--- config.mk ---
export PLATFORM = sky130hd
export DESIGN_NAME = parity_frame_gen
export DESIGN_NICKNAME = d
export VERILOG_FILES = /design/src/rtl/parity_frame_gen.sv
export SDC_FILE = /design/constraint.sdc
export NUM_CORES = 1
export LEC_CHECK = 0
export CELL_PAD_IN_SITES_DETAIL_PLACEMENT = 2
export CELL_PAD_IN_SITES_GLOBAL_PLACEMENT = 2
export CORE_MARGIN = 2
export CORE_UTILIZATION = 34
export CTS_CLUSTER_SIZE = 28
export DETAILED_ROUTE_END_ITERATION = 16
export HOLD_SLACK_MARGIN = 0.08
export PLACE_DENSITY = 0.93
export SETUP_SLACK_MARGIN = 0.02
export SLEW_MARGIN = 20
export SYNTH_ARGS = -nofsm -noshare
export SYNTH_HDL_FRONTEND = slang
export SYNTH_SLANG_ARGS = --single-unit
--- constraint.sdc ---
create_clock -name clk -period 3.5 [get_ports clk]
set_input_delay 0.35 -clock clk [delete_from_list [all_inputs] [get_ports clk]]
set_output_delay 0.35 -clock clk [all_outputs]
set_load 0.005 [all_outputs]
--- src/rtl/parity_frame_gen.sv ---
// rtl/parity_frame_gen.sv - serial parity framer with generate and check modes
//
// Groups qualified serial bits into frames of DATA_W bits. In generate mode a
// parity bit is produced per frame; in check mode the bit following each frame
// is compared with the computed parity and mismatches are counted.
//
// Ports:
//   clk          rising-edge clock
//   rst_n        asynchronous active-low reset
//   in_i         serial data / parity bit
//   in_valid_i   qualifies in_i this cycle
//   odd_i        0 = even, 1 = odd parity (sampled at first data bit)
//   check_i      0 = generate, 1 = check (sampled at first data bit)
//   err_clr_i    synchronous clear of err_cnt_o
//   parity_o     running mode-adjusted parity of the current frame
//   par_valid_o  one-cycle pulse: frame complete, par_out_o valid
//   par_out_o    frame parity (generate) / expected parity (check)
//   par_err_o    one-cycle pulse with par_valid_o on parity mismatch
//   err_cnt_o    saturating parity error count
//   busy_o       high while a frame is partially received
module parity_frame_gen #(
  parameter int DATA_W    = 8,
  parameter int ERR_CNT_W = 8
) (
  input  logic                 clk,
  input  logic                 rst_n,
  input  logic                 in_i,
  input  logic                 in_valid_i,
  input  logic                 odd_i,
  input  logic                 check_i,
  input  logic                 err_clr_i,
  output logic                 parity_o,
  output logic                 par_valid_o,
  output logic                 par_out_o,
  output logic                 par_err_o,
  output logic [ERR_CNT_W-1:0] err_cnt_o,
  output logic                 busy_o
);

  localparam int CNT_W = (DATA_W > 1) ? $clog2(DATA_W) : 1;
  localparam logic [CNT_W-1:0] LAST_BIT = CNT_W'(DATA_W - 1);

  localparam logic [0:0] S_DATA = 1'b0;
  localparam logic [0:0] S_PAR  = 1'b1;

  logic [0:0]           state_q, state_d;
  logic [CNT_W-1:0]     bit_cnt_q, bit_cnt_d;
  logic                 acc_q, acc_d;
  logic                 odd_q, odd_d;
  logic                 chk_q, chk_d;
  logic                 parity_q, parity_d;
  logic                 par_valid_q, par_valid_d;
  logic                 par_out_q, par_out_d;
  logic                 par_err_q, par_err_d;
  logic [ERR_CNT_W-1:0] err_cnt_q, err_cnt_d;
  logic                 busy_q, busy_d;
  logic                 err_inc;

  always_comb begin
    state_d     = state_q;
    bit_cnt_d   = bit_cnt_q;
    acc_d       = acc_q;
    odd_d       = odd_q;
    chk_d       = chk_q;
    par_out_d   = par_out_q;
    par_valid_d = 1'b0;
    par_err_d   = 1'b0;
    err_cnt_d   = err_cnt_q;
    err_inc     = 1'b0;

    if (in_valid_i) begin
      if (state_q == S_PAR) begin
        par_valid_d = 1'b1;
        par_err_d   = in_i ^ par_out_q;
        err_inc     = in_i ^ par_out_q;
        state_d     = S_DATA;
      end else begin
        // Mode is captured only on the first bit so mid-frame toggles are inert.
        if (bit_cnt_q == '0) begin
          odd_d = odd_i;
          chk_d = check_i;
          acc_d = in_i;
        end else begin
          acc_d = acc_q ^ in_i;
        end

        if (bit_cnt_q == LAST_BIT) begin
          par_out_d = acc_d ^ odd_d;
          bit_cnt_d = '0;
          if (chk_d) begin
            state_d = S_PAR;
          end else begin
            par_valid_d = 1'b1;
          end
        end else begin
          bit_cnt_d = bit_cnt_q + 1'b1;
        end
      end
    end

    // Clear has priority over a coincident error increment.
    if (err_clr_i) begin
      err_cnt_d = '0;
    end else if (err_inc && (err_cnt_q != '1)) begin
      err_cnt_d = err_cnt_q + 1'b1;
    end

    busy_d   = (state_d == S_PAR) || (bit_cnt_d != '0);
    parity_d = busy_d & (acc_d ^ odd_d);
  end

  always_ff @(posedge clk or negedge rst_n) begin
    if (!rst_n) begin
      state_q     <= S_DATA;
      bit_cnt_q   <= '0;
      acc_q       <= 1'b0;
      odd_q       <= 1'b0;
      chk_q       <= 1'b0;
      parity_q    <= 1'b0;
      par_valid_q <= 1'b0;
      par_out_q   <= 1'b0;
      par_err_q   <= 1'b0;
      err_cnt_q   <= '0;
      busy_q      <= 1'b0;
    end else begin
      state_q     <= state_d;
      bit_cnt_q   <= bit_cnt_d;
      acc_q       <= acc_d;
      odd_q       <= odd_d;
      chk_q       <= chk_d;
      parity_q    <= parity_d;
      par_valid_q <= par_valid_d;
      par_out_q   <= par_out_d;
      par_err_q   <= par_err_d;
      err_cnt_q   <= err_cnt_d;
      busy_q      <= busy_d;
    end
  end

  assign parity_o    = parity_q;
  assign par_valid_o = par_valid_q;
  assign par_out_o   = par_out_q;
  assign par_err_o   = par_err_q;
  assign err_cnt_o   = err_cnt_q;
  assign busy_o      = busy_q;

endmodule

; Yosys cells after proc, flatten, opt, wreduce, memory -nomap -nowiden
; Cells that the tools add are included.
[totals]
input_bits = 7
register_bits = 20
out_inout_bits = 13
[op_classes]
mux = 28
n_bitwise = 6
add_sub_neg = 2
n_reduce_logical = 7
n_eq_ne = 2
[ops]
columns = op, n
row1 = 1-bit 2-to-1 mux, 23
row2 = 8-bit 2-to-1 mux, 2
row3 = 3-bit 2-to-1 mux, 3
row4 = 8-bit by 1-bit adder with 8-bit output (second input constant), 1
row5 = 8-bit != test (second input constant), 1
row6 = 1-bit XOR, 4
row7 = 3-bit by 1-bit adder with 3-bit output (second input constant), 1
row8 = 3-bit equality test (second input constant), 1
row9 = 3-bit logical NOT, 1
row10 = 3-bit AND reduction, 1
row11 = 3-bit nonzero test, 1
row12 = 2-bit AND reduction, 1
row13 = 2-bit nonzero test, 1
row14 = 1-bit AND, 1
row15 = 1-bit logical AND, 1
row16 = 1-bit logical OR, 1
row17 = 1-bit NOT, 1

; Logic depth before layout (Yosys ltp)
[depth]
ltp_word = 10
depth_mapped = 6

; Worst setup path after synthesis
; Ideal clock, no wire load.
[synth_timing]
kind = register to register
from = register bit_cnt_q[0]
to = register parity_q (netlist: parity_o)
path_buffers = 0
t_arrival_ps = 1486
path_slack_ps = 1915
t_required_ps = 3401
setup_time_ps = 99
path_stages_with_launch = 7
synth_period_minus_slack_ps = 1585
cell_sequence = dfrtp_1 -> inv_1 -> ha_1 -> nor2b_1 -> mux2i_1 -> o31a_1 -> a311oi_1
[synth_between]
elab_chain_len = 10
elab_cells_between_ends = 27
[synth_lines]
columns = item, line_no
row1 = "start, declared", 47  ; logic [CNT_W-1:0] bit_cnt_q, bit_cnt_d;
row2 = "start signal, assigned", 127  ; bit_cnt_q <= bit_cnt_d;
row3 = 3-bit logical NOT, 79  ; if (bit_cnt_q == '0) begin
row4 = 1-bit 2-to-1 mux, 79
row5 = 1-bit 2-to-1 mux, 72  ; if (state_q == S_PAR) begin
row6 = 1-bit 2-to-1 mux, 71  ; if (in_valid_i) begin
row7 = 1-bit 2-to-1 mux, 90  ; if (chk_d) begin
row8 = 1-bit 2-to-1 mux, 87  ; if (bit_cnt_q == LAST_BIT) begin
row9 = 1-bit 2-to-1 mux, 72
row10 = 1-bit 2-to-1 mux, 71
row11 = 1-bit logical OR, 108  ; busy_d = (state_d == S_PAR) || (bit_cnt_d != '0);
row12 = 1-bit AND (*), 109  ; parity_d = busy_d & (acc_d ^ odd_d);
row13 = net parity_d, 51  ; logic parity_q, parity_d;
row14 = "end signal, assigned", 131  ; parity_q <= parity_d;
row15 = "end, declared", 51
; The timed path passes the listed nets; every way through them passes the cells marked *. The select of a mux whose other input is x is not followed.
; A chain may end at the register's enable or synchronous reset.

; Worst setup path after layout
[layout_timing]
from = input in_valid_i
to = register parity_q (netlist: parity_o)
[layout_between]
elab_chain_len = 4
elab_cells_between_ends = 8
[layout_lines]
columns = item, line_no
row1 = "start, declared", 28  ; input logic in_valid_i,
row2 = 3-bit 2-to-1 mux, 71
row3 = 3-bit nonzero test, 108
row4 = 1-bit logical OR, 108
row5 = 1-bit AND (*), 109
row6 = net parity_d, 51
; The timed path passes the listed nets; every way through them passes the cells marked *.

==> reports/metrics.cfg <==
[status]
outcome = finished clean

[sta]
worst_pin_slew_ns = 0.944
drv_slew = 0
period_share_pct = 58.9
max_freq_mhz = 485
clock_skew_ns = 0.00383
hold_viol_final = 0
min_period_ns = 2.06
fin_tns_setup_ns = 0
setup_viol = 0
relSlewSlack_pct = 36.9
rsz0062_at_grt = false

[grt]
antenna_found_initial = 0
grt_usage_pct = 17.6
grt_max_degree = 21
grt_first_pass_wirelength_um = 4620
overflow = 0
grt_pass1_vias = 997

[die]
die_x_um = 59.6
core-area_mm2 = 0.00300
die_h_um = 59.6
ios = 20
rows = 20
initial_core_util_pct = 35.0
fp.dieArea_mm2 = 0.00356

[clock_network]
ctsResizeCount = 0
cts_made_buffers = 3
ctsRootBufferMaster = clkbuf_4
clk_latency_ns = 0.29
cts_setup_buffers = 0
cts_buffer_depth = 2
cts_max_level = 1
clock-sinks = 20
cts_tree = yes
path_clk_slew_ns = 0.11
ctsHoldBuffers = 0

[drt]
drt-total-wl_um = 2650
drtPass1Iterations = 2
drt_iter0_markers = 8
drc = 0
postRouteAntennaNets = 0
vias_per_cell = 5.48
wl_per_cell_um = 17.1
vias = 850

[cells_and_area]
antennaDiodeCount = 0
final_common_cell = dfrtp_1
area_growth_pct = 23.3
final_area_mm2 = 0.00130
drive_gt1_share_pct = 6.56
largest_register_ffs = 8
mostFrequentLayoutCells = 20 x dfrtp_1, 19 x clkdlybuf4s50_1, 9 x a21oi_1, 7 x nand2_1
nets = 135
fin_cells = 155

[placed_design]
portBuffers = 19
gp_congestion = 0.797
placed_area_mm2 = 0.00127
dpl.cell_count = 152
hpwl_um = 2080

[power_and_ir_drop]
power.leakage_nw = 0.546
pwr_density_cell_mw_per_mm2 = 568
irDropWorstVdd_v = 0.000258
total_power_w = 0.000738

[critical_path]
critical_path.endpoint_type = flop
crit_start = in_valid_i
crit_chain = clkdlybuf4s50_1 > nor2b_1 > nand2_1 > o22a_1 > a311oi_1
critPathMaxFanout = 12
cp_data_arrival_time_ns = 2.26
cp.required_ns = 3.70
reg2reg_from = bit_cnt_q[0]
max_stage_delay_ns = 0.63
crit_type = in -> reg
critPathLaunchType = input port
cp_slowest_cell = nor2b_1

[logic_synthesis]
synth_fa_ha_area_share_pct = 4.76
syn_inst = 102
yosys_warnings = 0
ys_seq_area_share_pct = 47.6
syn_avg_cell_area_um2 = 10.3
synth_top_family_by_area = simple AND/OR/NAND/NOR gates
synth_mux_area_share_pct = 5.95
synth_cell_type_count = 32
netlist_area_mm2 = 0.00105
synth_xor_area_share_pct = 4.04
synth_simple_gate_area_share_pct = 19.7
synth-compound-area-share_pct = 15.0
syn_nets = 113
synth-seq-cells = 20

[job]
maxCapViolations = 0

[hold_path]
min_path_type = in -> async

==> layer usage <==
metal	track usage, %	vias to the layer above	wire (µm)
li1	-	409	-
met4	3.81	0	0
met3	1.97	0	64
met2	35.2	15	1540
met5	0	-	0
met1	19.5	426	1040
==> critical path, delay by kind of cell <==
family,cells,cell delay [ns]
AND/OR/NAND/NOR,2,0.85
buffers and inverters,1,0.54
AO/OA/AOI/OAI,2,0.51
==> logic make-up after synthesis <==
family	after synthesis
simple gates	37
compound gates	23
flops	20
buf+inv	8
mux	6
xor+xnor	4
fa+ha+maj	4
==> metrics by stage <==
step	hold slack [ns]	util, %	setup slack (ns)
after CTS	0.585	43.2	1.44
after floorplan	0.0544	-	1.91
final	0.579	43.2	1.44
after detailed placement	0.560	42.5	1.17
after global routing	0.605	43.2	1.26
after global placement	0.519	42.5	1.32
==> where the power goes <==
| group | internal, W | total [W] | leakage [nW] | switching [W] |
|---|---|---|---|---|
| clock | 0.0000400 | 0.000104 | 0.0138 | 0.0000643 |
| sequential | 0.000287 | 0.000337 | 0.257 | 0.0000504 |
| combinational | 0.000148 | 0.000296 | 0.274 | 0.000148 |
==> path summary, 6_finish.rpt <==
| kind | cells past startpoint | to | slack, ns |
|---|---|---|---|
| max in group asynchronous | 1 | err_cnt_o[4] | 2.35 |
| min in group clk | 1 | odd_q | 0.58 |
| min reg2reg | 1 | odd_q | 0.58 |
| max reg2reg | 6 | parity_o | 1.62 |
| max | 5 | parity_o | 1.44 |
| min | 1 | par_valid_o | 0.58 |
==> Yosys cell counts <==
cell,n,area [µm²]
buf_1,1,3.75
nor4_1,1,6.26
or4_1,3,22.5
xor2_2,1,16.3
nand2b_1,1,6.26
buf_2,1,5.00
dfrtp_1,20,500
o41ai_1,1,8.76
a311oi_1,1,8.76
mux2_2,2,22.5
mux2i_1,4,40.0
o32ai_1,1,8.76
nand4_1,1,6.26
nor4bb_1,1,10.0
and3b_1,1,8.76
nor2_1,6,22.5
nand3_1,4,20.0
or3_1,4,25.0
nor2b_1,4,25.0
o31a_1,1,8.76
xor2_1,3,26.3
inv_1,6,22.5
o21ai_0,5,25.0
o22a_1,1,8.76
nand2_1,7,26.3
or2_1,1,6.26
o211ai_4,1,21.3
o31ai_1,3,22.5
ha_1,4,50.1
nand3_2,1,10.0
a21oi_1,9,45.0
and2_1,2,12.5
==> area by class of cell <==
class / instances / area (µm²)
fill: 341 / 1710
multi-input combinational: 74 / 520
tap: 33 / 41.3
timing repair buffer: 19 / 190
inverter: 6 / 22.5
sequential: 20 / 500
clock buffer: 3 / 22.5
Power figures use the tool's default switching activity.
